===== src/rtl/video_pack128_pkg.sv =====
// Shared constants and the tagged beat record for the 24-bit to 128-bit video packer.
package video_pack_pkg;

    localparam int unsigned PIX_BYTES       = 3;
    localparam int unsigned BEAT_BYTES      = 16;
    localparam int unsigned FRAME_WORDS_DEF = 172800;

    // One output beat plus its frame-position tags (130 bits).
    typedef struct packed {
        logic [127:0] data;
        logic         sof;
        logic         last;
    } beat_t;

    localparam int unsigned BEAT_W = $bits(beat_t);

endpackage


===== src/rtl/video_pack128_sync_fifo.sv =====
// Synchronous FIFO with a registered output stage; the output register counts
// toward DEPTH, so total capacity is exactly DEPTH entries.
module sync_fifo #(
    parameter int unsigned DATA_W = 8,
    parameter int unsigned AW     = 4,
    parameter int unsigned DEPTH  = 1 << AW
) (
    input  logic              clk_i,
    input  logic              rst_ni,
    input  logic              wr_en_i,
    input  logic [DATA_W-1:0] wr_data_i,
    output logic              full_o,
    output logic              empty_o,
    input  logic              rd_en_i,
    output logic [DATA_W-1:0] rd_data_o
);

    logic [DATA_W-1:0] mem_q [DEPTH];
    logic [AW-1:0]     wptr_q, rptr_q;
    logic [AW:0]       mcnt_q;
    logic [DATA_W-1:0] out_q;
    logic              out_vld_q;

    logic [AW:0] total;
    logic        rd, wr, mem_empty, to_out, push, pop;

    assign total     = mcnt_q + (AW+1)'(out_vld_q);
    assign full_o    = (total == (AW+1)'(DEPTH));
    assign empty_o   = ~out_vld_q;
    assign rd_data_o = out_q;

    // A read frees a slot in the same cycle, so write-when-full is legal alongside a read.
    assign rd        = rd_en_i & out_vld_q;
    assign wr        = wr_en_i & (~full_o | rd);
    assign mem_empty = (mcnt_q == '0);
    assign to_out    = wr & mem_empty & (~out_vld_q | rd);
    assign push      = wr & ~to_out;
    assign pop       = rd & ~mem_empty;

    // Storage array write port.
    always_ff @(posedge clk_i) begin
        if (push) begin
            mem_q[wptr_q] <= wr_data_i;
        end
    end

    // Pointers, occupancy and the registered output stage.
    always_ff @(posedge clk_i or negedge rst_ni) begin
        if (!rst_ni) begin
            wptr_q    <= '0;
            rptr_q    <= '0;
            mcnt_q    <= '0;
            out_q     <= '0;
            out_vld_q <= 1'b0;
        end else begin
            if (push) begin
                wptr_q <= wptr_q + AW'(1);
            end
            if (pop) begin
                rptr_q <= rptr_q + AW'(1);
            end
            case ({push, pop})
                2'b10:   mcnt_q <= mcnt_q + (AW+1)'(1);
                2'b01:   mcnt_q <= mcnt_q - (AW+1)'(1);
                default: mcnt_q <= mcnt_q;
            endcase
            if (to_out) begin
                out_q     <= wr_data_i;
                out_vld_q <= 1'b1;
            end else if (pop) begin
                out_q <= mem_q[rptr_q];
            end else if (rd) begin
                out_vld_q <= 1'b0;
            end
        end
    end

endmodule


===== src/rtl/video_pack128.sv =====
// Packs 24-bit pixels into 128-bit little-endian beats (16 pixels -> 3 beats),
// tags frame start/end, buffers beats and counts beats lost to overflow.
module video_pack128
    import video_pack_pkg::*;
#(
    parameter int unsigned FRAME_WORDS = FRAME_WORDS_DEF,
    parameter int unsigned FIFO_DEPTH  = 16,
    parameter int unsigned FIFO_AW     = 4
) (
    input  logic         video_clk,
    input  logic         rst_n,
    input  logic         s_vsync,
    input  logic         s_hsync,
    input  logic         s_valid,
    input  logic [23:0]  s_data,
    output logic [127:0] m_data,
    output logic         m_valid,
    input  logic         m_ready,
    output logic         m_last,
    output logic         m_sof,
    output logic         frame_done,
    output logic [15:0]  ovf_cnt,
    output logic         err_short
);

    localparam int unsigned WIDX_W   = $clog2(FRAME_WORDS + 1);
    localparam int unsigned ACC_W    = 8 * (BEAT_BYTES - 1);
    localparam int unsigned MRG_W    = 8 * (BEAT_BYTES + PIX_BYTES - 1);
    localparam logic [WIDX_W-1:0] IDX_END  = WIDX_W'(FRAME_WORDS);
    localparam logic [WIDX_W-1:0] IDX_LAST = WIDX_W'(FRAME_WORDS - 1);

    logic              vsync_q, started_q;
    logic [3:0]        byte_cnt_q, byte_cnt_d;
    logic [ACC_W-1:0]  acc_q, acc_d;
    logic [WIDX_W-1:0] word_idx_q, word_idx_d;
    beat_t             beat_q, beat_d;
    logic              beat_vld_q, beat_vld_d;
    logic              beat_over_q, beat_over_d;
    logic [15:0]       ovf_q;
    logic              err_q, done_q;

    logic              frame_start, pix_ok;
    logic [3:0]        base_cnt;
    logic [ACC_W-1:0]  base_acc;
    logic [MRG_W-1:0]  merged;
    logic [4:0]        cnt_sum;
    logic              fifo_full, fifo_empty, rd_fire, fifo_wr, drop;
    beat_t             fifo_rd;
    logic              unused_hsync;

    assign unused_hsync = s_hsync;

    // A frame start discards any partial bytes and the pixel on that cycle becomes byte 0.
    assign frame_start = s_vsync & ~vsync_q;
    assign pix_ok      = s_valid & (started_q | frame_start);
    assign base_cnt    = frame_start ? 4'd0 : byte_cnt_q;
    assign base_acc    = frame_start ? '0 : acc_q;
    assign merged      = MRG_W'(base_acc) | (MRG_W'(s_data) << {base_cnt, 3'b000});
    assign cnt_sum     = {1'b0, base_cnt} + 5'(PIX_BYTES);

    assign rd_fire = m_valid & m_ready;
    assign fifo_wr = beat_vld_q & ~beat_over_q & (~fifo_full | rd_fire);
    assign drop    = beat_vld_q & ~fifo_wr;

    // Accumulator, byte counter and beat formation with frame-position tags.
    always_comb begin
        acc_d       = base_acc;
        byte_cnt_d  = base_cnt;
        word_idx_d  = frame_start ? '0 : word_idx_q;
        beat_d      = beat_q;
        beat_vld_d  = 1'b0;
        beat_over_d = 1'b0;
        if (pix_ok) begin
            byte_cnt_d = cnt_sum[3:0];
            if (cnt_sum[4]) begin
                beat_vld_d  = 1'b1;
                beat_d.data = merged[127:0];
                beat_d.sof  = (word_idx_q == '0);
                beat_d.last = (word_idx_q == IDX_LAST);
                beat_over_d = (word_idx_q == IDX_END);
                acc_d       = ACC_W'(merged[MRG_W-1:128]);
                if (word_idx_q != IDX_END) begin
                    word_idx_d = word_idx_q + WIDX_W'(1);
                end
            end else begin
                acc_d = merged[ACC_W-1:0];
            end
        end
    end

    // Pipeline state, overflow counter, sticky short-frame flag and frame_done pulse.
    always_ff @(posedge video_clk or negedge rst_n) begin
        if (!rst_n) begin
            vsync_q     <= 1'b0;
            started_q   <= 1'b0;
            byte_cnt_q  <= '0;
            acc_q       <= '0;
            word_idx_q  <= '0;
            beat_q      <= '0;
            beat_vld_q  <= 1'b0;
            beat_over_q <= 1'b0;
            ovf_q       <= '0;
            err_q       <= 1'b0;
            done_q      <= 1'b0;
        end else begin
            vsync_q     <= s_vsync;
            byte_cnt_q  <= byte_cnt_d;
            acc_q       <= acc_d;
            word_idx_q  <= word_idx_d;
            beat_q      <= beat_d;
            beat_vld_q  <= beat_vld_d;
            beat_over_q <= beat_over_d;
            done_q      <= rd_fire & m_last;
            if (frame_start) begin
                started_q <= 1'b1;
                if (started_q && word_idx_q != IDX_END) begin
                    err_q <= 1'b1;
                end
            end
            if (drop && ovf_q != '1) begin
                ovf_q <= ovf_q + 16'd1;
            end
        end
    end

    sync_fifo #(
        .DATA_W (BEAT_W),
        .AW     (FIFO_AW),
        .DEPTH  (FIFO_DEPTH)
    ) u_fifo (
        .clk_i     (video_clk),
        .rst_ni    (rst_n),
        .wr_en_i   (fifo_wr),
        .wr_data_i (beat_q),
        .full_o    (fifo_full),
        .empty_o   (fifo_empty),
        .rd_en_i   (m_ready),
        .rd_data_o (fifo_rd)
    );

    assign m_valid    = ~fifo_empty;
    assign m_data     = fifo_rd.data;
    assign m_sof      = fifo_rd.sof;
    assign m_last     = fifo_rd.last;
    assign frame_done = done_q;
    assign ovf_cnt    = ovf_q;
    assign err_short  = err_q;

endmodule


===== config.mk =====
export PLATFORM = sky130hd
export DESIGN_NAME = video_pack128
export DESIGN_NICKNAME = d
export VERILOG_FILES = /design/src/rtl/video_pack128_pkg.sv /design/src/rtl/video_pack128_sync_fifo.sv /design/src/rtl/video_pack128.sv
export SDC_FILE = /design/constraint.sdc
export NUM_CORES = 2
export LEC_CHECK = 0
export BUFFER_PORTS_ARGS = -buffer_cell sky130_fd_sc_hd__buf_2
export CAP_MARGIN = 20
export CORE_UTILIZATION = 50
export CTS_CLUSTER_SIZE = 20
export DETAILED_ROUTE_END_ITERATION = 12
export GPL_ROUTABILITY_DRIVEN = 0
export GPL_TIMING_DRIVEN = 0
export PLACE_DENSITY = 0.67
export SLEW_MARGIN = 20
export SYNTH_ARGS = -nofsm -noshare
export SYNTH_HDL_FRONTEND = slang
export SYNTH_SLANG_ARGS = --single-unit

===== constraint.sdc =====
create_clock -name video_clk -period 14.45 [get_ports video_clk]
set_input_delay 0.7225 -clock video_clk [delete_from_list [all_inputs] [get_ports video_clk]]
set_output_delay 0.7225 -clock video_clk [all_outputs]
set_load 0.03 [all_outputs]

After elaboration in Yosys (flattened, before gate mapping)
Memories as Yosys holds them, arrays and structs flattened.
Index checks and enable logic that the tools add are counted.
- output and inout bits: 149
- register bits after elaboration: 438
- bits in writable memories: 2080
- memories kept: 1
- bits of input ports: 30
- mux-type cells: 21
- equality and inequality tests: 8
- reductions and logical operators: 10
- bitwise operators: 23
- add/sub/neg operators: 8
- shifts and indexed selects: 1
- memory list (name ; depth ; bits a word ; read ports ; clocked after Yosys merged registers in ; wr ports ; RTL line ; text):
    u_fifo.mem_q ; 16 ; 130 ; 1 ; 0 ; 1 ; video_pack128_sync_fifo.sv:18 ; logic [DATA_W-1:0] mem_q [DEPTH];
- operators with widths (kind ; count):
    120-bit 2-to-1 mux ; 3
    130-bit 2-to-1 mux ; 2
    120-bit by 144-bit bitwise OR with 144-bit output ; 1
    24-bit by 7-bit << shifter with 144-bit output ; 1
    18-bit 2-to-1 mux ; 4
    18-bit equality test, second input constant ; 2
    18-bit by 1-bit adder with 18-bit output, second input constant ; 1
    18-bit logical NOT ; 1
    18-bit != test, second input constant ; 1
    16-bit by 1-bit adder with 16-bit output, second input constant ; 1
    16-bit != test, second input constant ; 1
    1-bit AND ; 12
    5-bit case mux with 2 select lines ; 1
    1-bit 2-to-1 mux ; 9
    4-bit by 1-bit adder with 4-bit output, second input constant ; 2
    4-bit 2-to-1 mux ; 2
    1-bit inverter ; 7
    2-bit AND reduction ; 3
    2-bit nonzero test ; 3
    4-bit by 2-bit adder with 5-bit output, second input constant ; 1
    5-bit by 1-bit adder with 5-bit output ; 1
    5-bit by 1-bit adder with 5-bit output, second input constant ; 1
    5-bit equality test, second input constant ; 1
    5-bit logical NOT ; 1
    other kinds (6) ; 9

Longest topological paths before layout
- depth in word-level cells: 12
- depth in mapped cells: 15
- mapped depth without buffers: 15

Hierarchy
Synthesis repeated with hierarchy kept, for this count alone.
- cells, all modules: 5156
- area, all modules: 97169.4 sq um
- modules (own cells, without submodules) (module ; instances ; cells an instance ; area an instance (sq um)):
    sync_fifo ; 1 ; 3891 ; 84617.4
    video_pack128 ; 1 ; 1265 ; 12552.0

Worst setup path after synthesis
No wires, ideal clock.
- path kind: reg-to-reg
- start: register u_fifo.out_vld_q
- end: memory u_fifo.mem_q[5][0] (netlist bit), enable pin
- path buffers: 0
- arrival: 10596 ps
- data required time: 13672 ps
- library setup time: 778 ps
- stages on the path, launching flop included: 9
- period minus slack after synthesis: 11375 ps
- setup slack: 3075 ps
- path through: dfrtp_1 -> ha_1 -> ha_1 -> nand2b_1 -> nand4b_1 -> a21oi_1 -> a211oi_2 -> nand2_1 -> nor3_1
- cells in the longest elaborated chain, start to end: 12
- elaborated cells between the ends (all ways): 15
- RTL lines (element ; RTL line ; text):
    start, declared ; video_pack128_sync_fifo.sv:22 ; logic out_vld_q;
    start signal, assigned ; video_pack128_sync_fifo.sv:54 ; out_vld_q <= 1'b0;
    start signal, assigned ; video_pack128_sync_fifo.sv:69 ; out_vld_q <= 1'b1;
    start signal, assigned ; video_pack128_sync_fifo.sv:73 ; out_vld_q <= 1'b0;
    5-bit by 1-bit adder with 5-bit output ; video_pack128_sync_fifo.sv:27 ; assign total = mcnt_q + (AW+1)'(out_vld_q);
    5-bit equality test ; video_pack128_sync_fifo.sv:28 ; assign full_o = (total == (AW+1)'(DEPTH));
    1-bit inverter ; video_pack128_sync_fifo.sv:34, video_pack128.sv:62 ;
    1-bit bitwise OR ; video_pack128_sync_fifo.sv:34, video_pack128.sv:62 ;
    1-bit AND ; video_pack128.sv:62 ; assign fifo_wr = beat_vld_q & ~beat_over_q & (~fifo_full | rd_fire);
    1-bit AND ; video_pack128_sync_fifo.sv:34 ; assign wr = wr_en_i & (~full_o | rd);
    1-bit AND (2 in series) ; video_pack128_sync_fifo.sv:36 ; assign to_out = wr & mem_empty & (~out_vld_q | rd);
    1-bit inverter ; video_pack128_sync_fifo.sv:37 ; assign push = wr & ~to_out;
    1-bit AND * ; video_pack128_sync_fifo.sv:37 ;
    1-bit 2-to-1 mux * ; video_pack128_sync_fifo.sv:42 ; if (push) begin
    1-bit 2-to-1 mux (implied by the code) * ; video_pack128_sync_fifo.sv:43 ; mem_q[wptr_q] <= wr_data_i;
    end, declared ; video_pack128_sync_fifo.sv:18 ;
Every way passes the cells marked *; elsewhere a longest branch is shown, timed or not.

Worst setup path after layout
- start: register u_fifo.out_vld_q
- end: memory u_fifo.mem_q[7][88] (netlist bit), enable pin
The elaborated chain is that of the path after synthesis.

==> flow_summary.toml <==
[outcome]
status = "completed"

[final_layout]
ff_latch_area_um2 = 73400
multi_input_area_um2 = 24100
fin_util_pct = 58.6
drive_gt1_share_pct = 26.1
final_cell_mix = "edfxtp_1, mux4_2, nor2_1, dfrtp_1, nand2_1"
layout_commonest_cell = "edfxtp_1"
syn_to_final_growth_pct = 15.9
final_nets = 6107
fin_cells = 8923
postLayoutCellArea_um2 = 115000
fill_cells = 14200

[worst_hold_path]
hp-class = "in2reg"

[global_routing]
grt_pass1_wl_um = 373000
antenna_found_initial = 31
grt_overflow = 0
grt_max_degree = 104
grt.total_usage_pct = 26.0
grt_pass1_vias = 54200

[pwr]
power_density_nw_per_um2 = 170
p_leak_uw = 0.0392
p_sw_uw = 5600
seq_power_share_pct = 50.6
swShare_pct = 28.7
ir_worst_vdd_v = 0.000143
clkPwrFrac_pct = 33.7
comb_power_share_pct = 15.6
intPower_uw = 13900

[cts]
htree_levels = 4
clockRootBuffer = "clkbuf_16"
postCtsSetupBuffers = 0
cts_sinks = 2518
cts_max_path_buffers = 3
cts_tree = "yes"
cts_repair_resize_count = 0
insertion_delay_ns = 0.89
numCtsBuffers = 241
path_clk_slew_ns = 0.06

[sta]
min_period_over_period_pct = 37.1
rsz0062_at_grt = "no"
hold_viol_final = 0
worstMarginPinSlew_ns = 1.18
period_needed_ns = 5.36
fmax_ghz = 0.186
setup_violations = 0
finClkSkew_ns = 0.0295
slew_viol_final = 0
worst_hold_slack_ns = 0.214
slew_headroom_pct = 20.9

[synth]
synthesis.area_um2 = 98900
synth_seq_cells = 2518
synth_edf_count = 2080
syn_nets = 5507
syn-mean-instance-area_um2 = 18.1
synth-main-ff-cell = "edfxtp_1"
yosys_warnings = 0
ys_seq_area_share_pct = 74.2
yosysUniqueCellTypes = 48
async_flop_share_pct = 17.4
syn-instance-count = 5463

[detailed_routing]
drtIter0Drc = 6562
vias = 54600
first_pass_iters = 10
routed_wl_um = 258000
ant_nets = 0
drc = 0
drt-wirelength-per-cell_um = 28.9
vias_per_cell = 6.12

[setup_path]
start_kind = "flip-flop"
crit_type = "reg2reg"
cp_slowest_cell = "clkbuf_1"
required_ns = 15.02
cp.arrival_ns = 5.93
endpoint_kind = "flip-flop"
cp_common_cell = "buf_4"
cp_slowest_stage_delay_ns = 0.78
cp_max_fo = 9
cp_cell_sequence = "clkbuf_1 > nand2_1 > nand3_1 > a21oi_1 > a211oi_2 > nand2_1 > nor3_2 > buf_6 > buf_6 > buf_4 > buf_4 > buf_4 > buf_4 > buf_4"

[floorplanning]
initial_core_util_pct = 50.6
rows = 162
die-area_um2 = 200000
core_area_um2 = 196000
die_w_um = 447
io_pins = 179
fp.dieH_um = 447

[place]
hpwl_um = 172000
post_dp_cell_area_um2 = 106000
io_buffers = 176
dp.cells = 8442

[flow_run]
maxCapViolations = 0
-- cells in the mapped netlist, types with 32 or more instances --
| cell | count | area share [%] |
|---|---|---|
| edfxtp_1 | 2080 | 63 |
| nand2_1 | 311 | 1.2 |
| mux4_2 | 520 | 12 |
| a22oi_1 | 186 | 1.4 |
| dfrtp_1 | 438 | 11 |
| nand3_1 | 33 | 0.17 |
| o21ai_1 | 32 | 0.16 |
| mux2_2 | 272 | 3.1 |
| buf_1 | 38 | 0.14 |
| o21ai_0 | 315 | 1.6 |
| a21oi_1 | 247 | 1.3 |
| nor2_1 | 452 | 1.7 |
| clkbuf_1 | 230 | 0.87 |
| buf_2 | 56 | 0.28 |
-- layer usage --
layer	vias to the layer above	share of wire, %	wire length [um]	track usage (%)
met2	2496	48	124000	41.5
met3	539	8.0	20600	4.96
met5	-	0	0	0
li1	22900	-	-	-
met1	28700	39	101000	35.1
met4	0	4.7	12200	11.0
-- flip-flops by register name, indices dropped and copies added, names as in the netlist --
signal / flops
acc_q: 120
beat_over_q: 1
beat_q: 130
beat_vld_q: 1
byte_cnt_q: 4
err_short: 1
frame_done: 1
ovf_cnt: 16
started_q: 1
u_fifo.mcnt_q: 5
u_fifo.mem_q: 2080
u_fifo.out_vld_q: 1
u_fifo.rd_data_o: 130
u_fifo.rptr_q: 4
u_fifo.wptr_q: 4
vsync_q: 1
word_idx_q: 18
-- cells by family after synthesis --
family                   after synthesis  synth area share (%)
adder cells (fa/ha/maj)               14                 0.177
multiplexers                         805                  15.1
buffers and inverters                348                  1.47
XOR/XNOR                              41                 0.363
AND/OR/NAND/NOR                      896                  3.73
flip-flops                          2518                  74.2
AO/OA/AOI/OAI                        841                  4.94
-- worst max-delay path: cells and delay by family (launching register included) --
| family | cells | cell delay [ns] |
|---|---|---|
| buffers and inverters | 8 | 2.25 |
| and+or+nand+nor | 4 | 1.44 |
| AOI/OAI and AO/OA | 2 | 0.81 |
| DFF | 1 | 0.51 |
-- metrics by stage --
stage	total power [uW]	TNS, ns	worst slack, ns
after floorplan	11600	0	3.08
after global placement	12900	-4987.37	-8.52
after detailed placement	13100	0	8.87
after CTS	19600	0	9.20
after global routing	20200	0	8.96
final	19500	0	9.09
-- power by group through the flow --
| stage | Combinational (uW) | Sequential [uW] | Clock [uW] |
|---|---|---|---|
| after floorplan | 1800 | 9810 | 0 |
| after global placement | 2940 | 9990 | 0 |
| after detailed placement | 3040 | 10000 | 0 |
| after CTS | 3060 | 9900 | 6640 |
| after global routing | 3260 | 10000 | 6920 |
| final | 3050 | 9890 | 6590 |
-- timing repair --
action	CTS	global route
hold buffers	2	0
hold endpoints to repair	142	0
setup endpoints to repair	0	0
-- cell type report --
cell class / instances / share of cell area, %
buffer: 334 / 1.24
clock buffer: 316 / 5.73
inverter: 14 / 0.0458
tap: 2624 / 2.86
clock inverter: 145 / 1.54
sequential: 2518 / 64.0
timing repair buffer: 357 / 3.48
multi-input combinational: 2597 / 21.0
antenna: 18 / 0.0393
-- path summary, 6_finish.rpt --
check | slack [ns] | cells past startpoint | endpoint | start
worst max register to register | 9.09 | 14 | u_fifo.mem_q[7][88] | u_fifo.out_vld_q
min in group asynchronous | 0.39 | 3 | u_fifo.rd_data_o[60] | rst_n
worst min-delay path | 0.21 | 3 | acc_q[10] | s_data[18]
worst max-delay path | 9.09 | 14 | u_fifo.mem_q[7][88] | u_fifo.out_vld_q
worst min register to register | 0.47 | 2 | beat_q[33] | acc_q[31]
max in group asynchronous | 12.57 | 5 | u_fifo.rd_data_o[125] | rst_n
No activity file was read; power rests on OpenSTA's default activity.
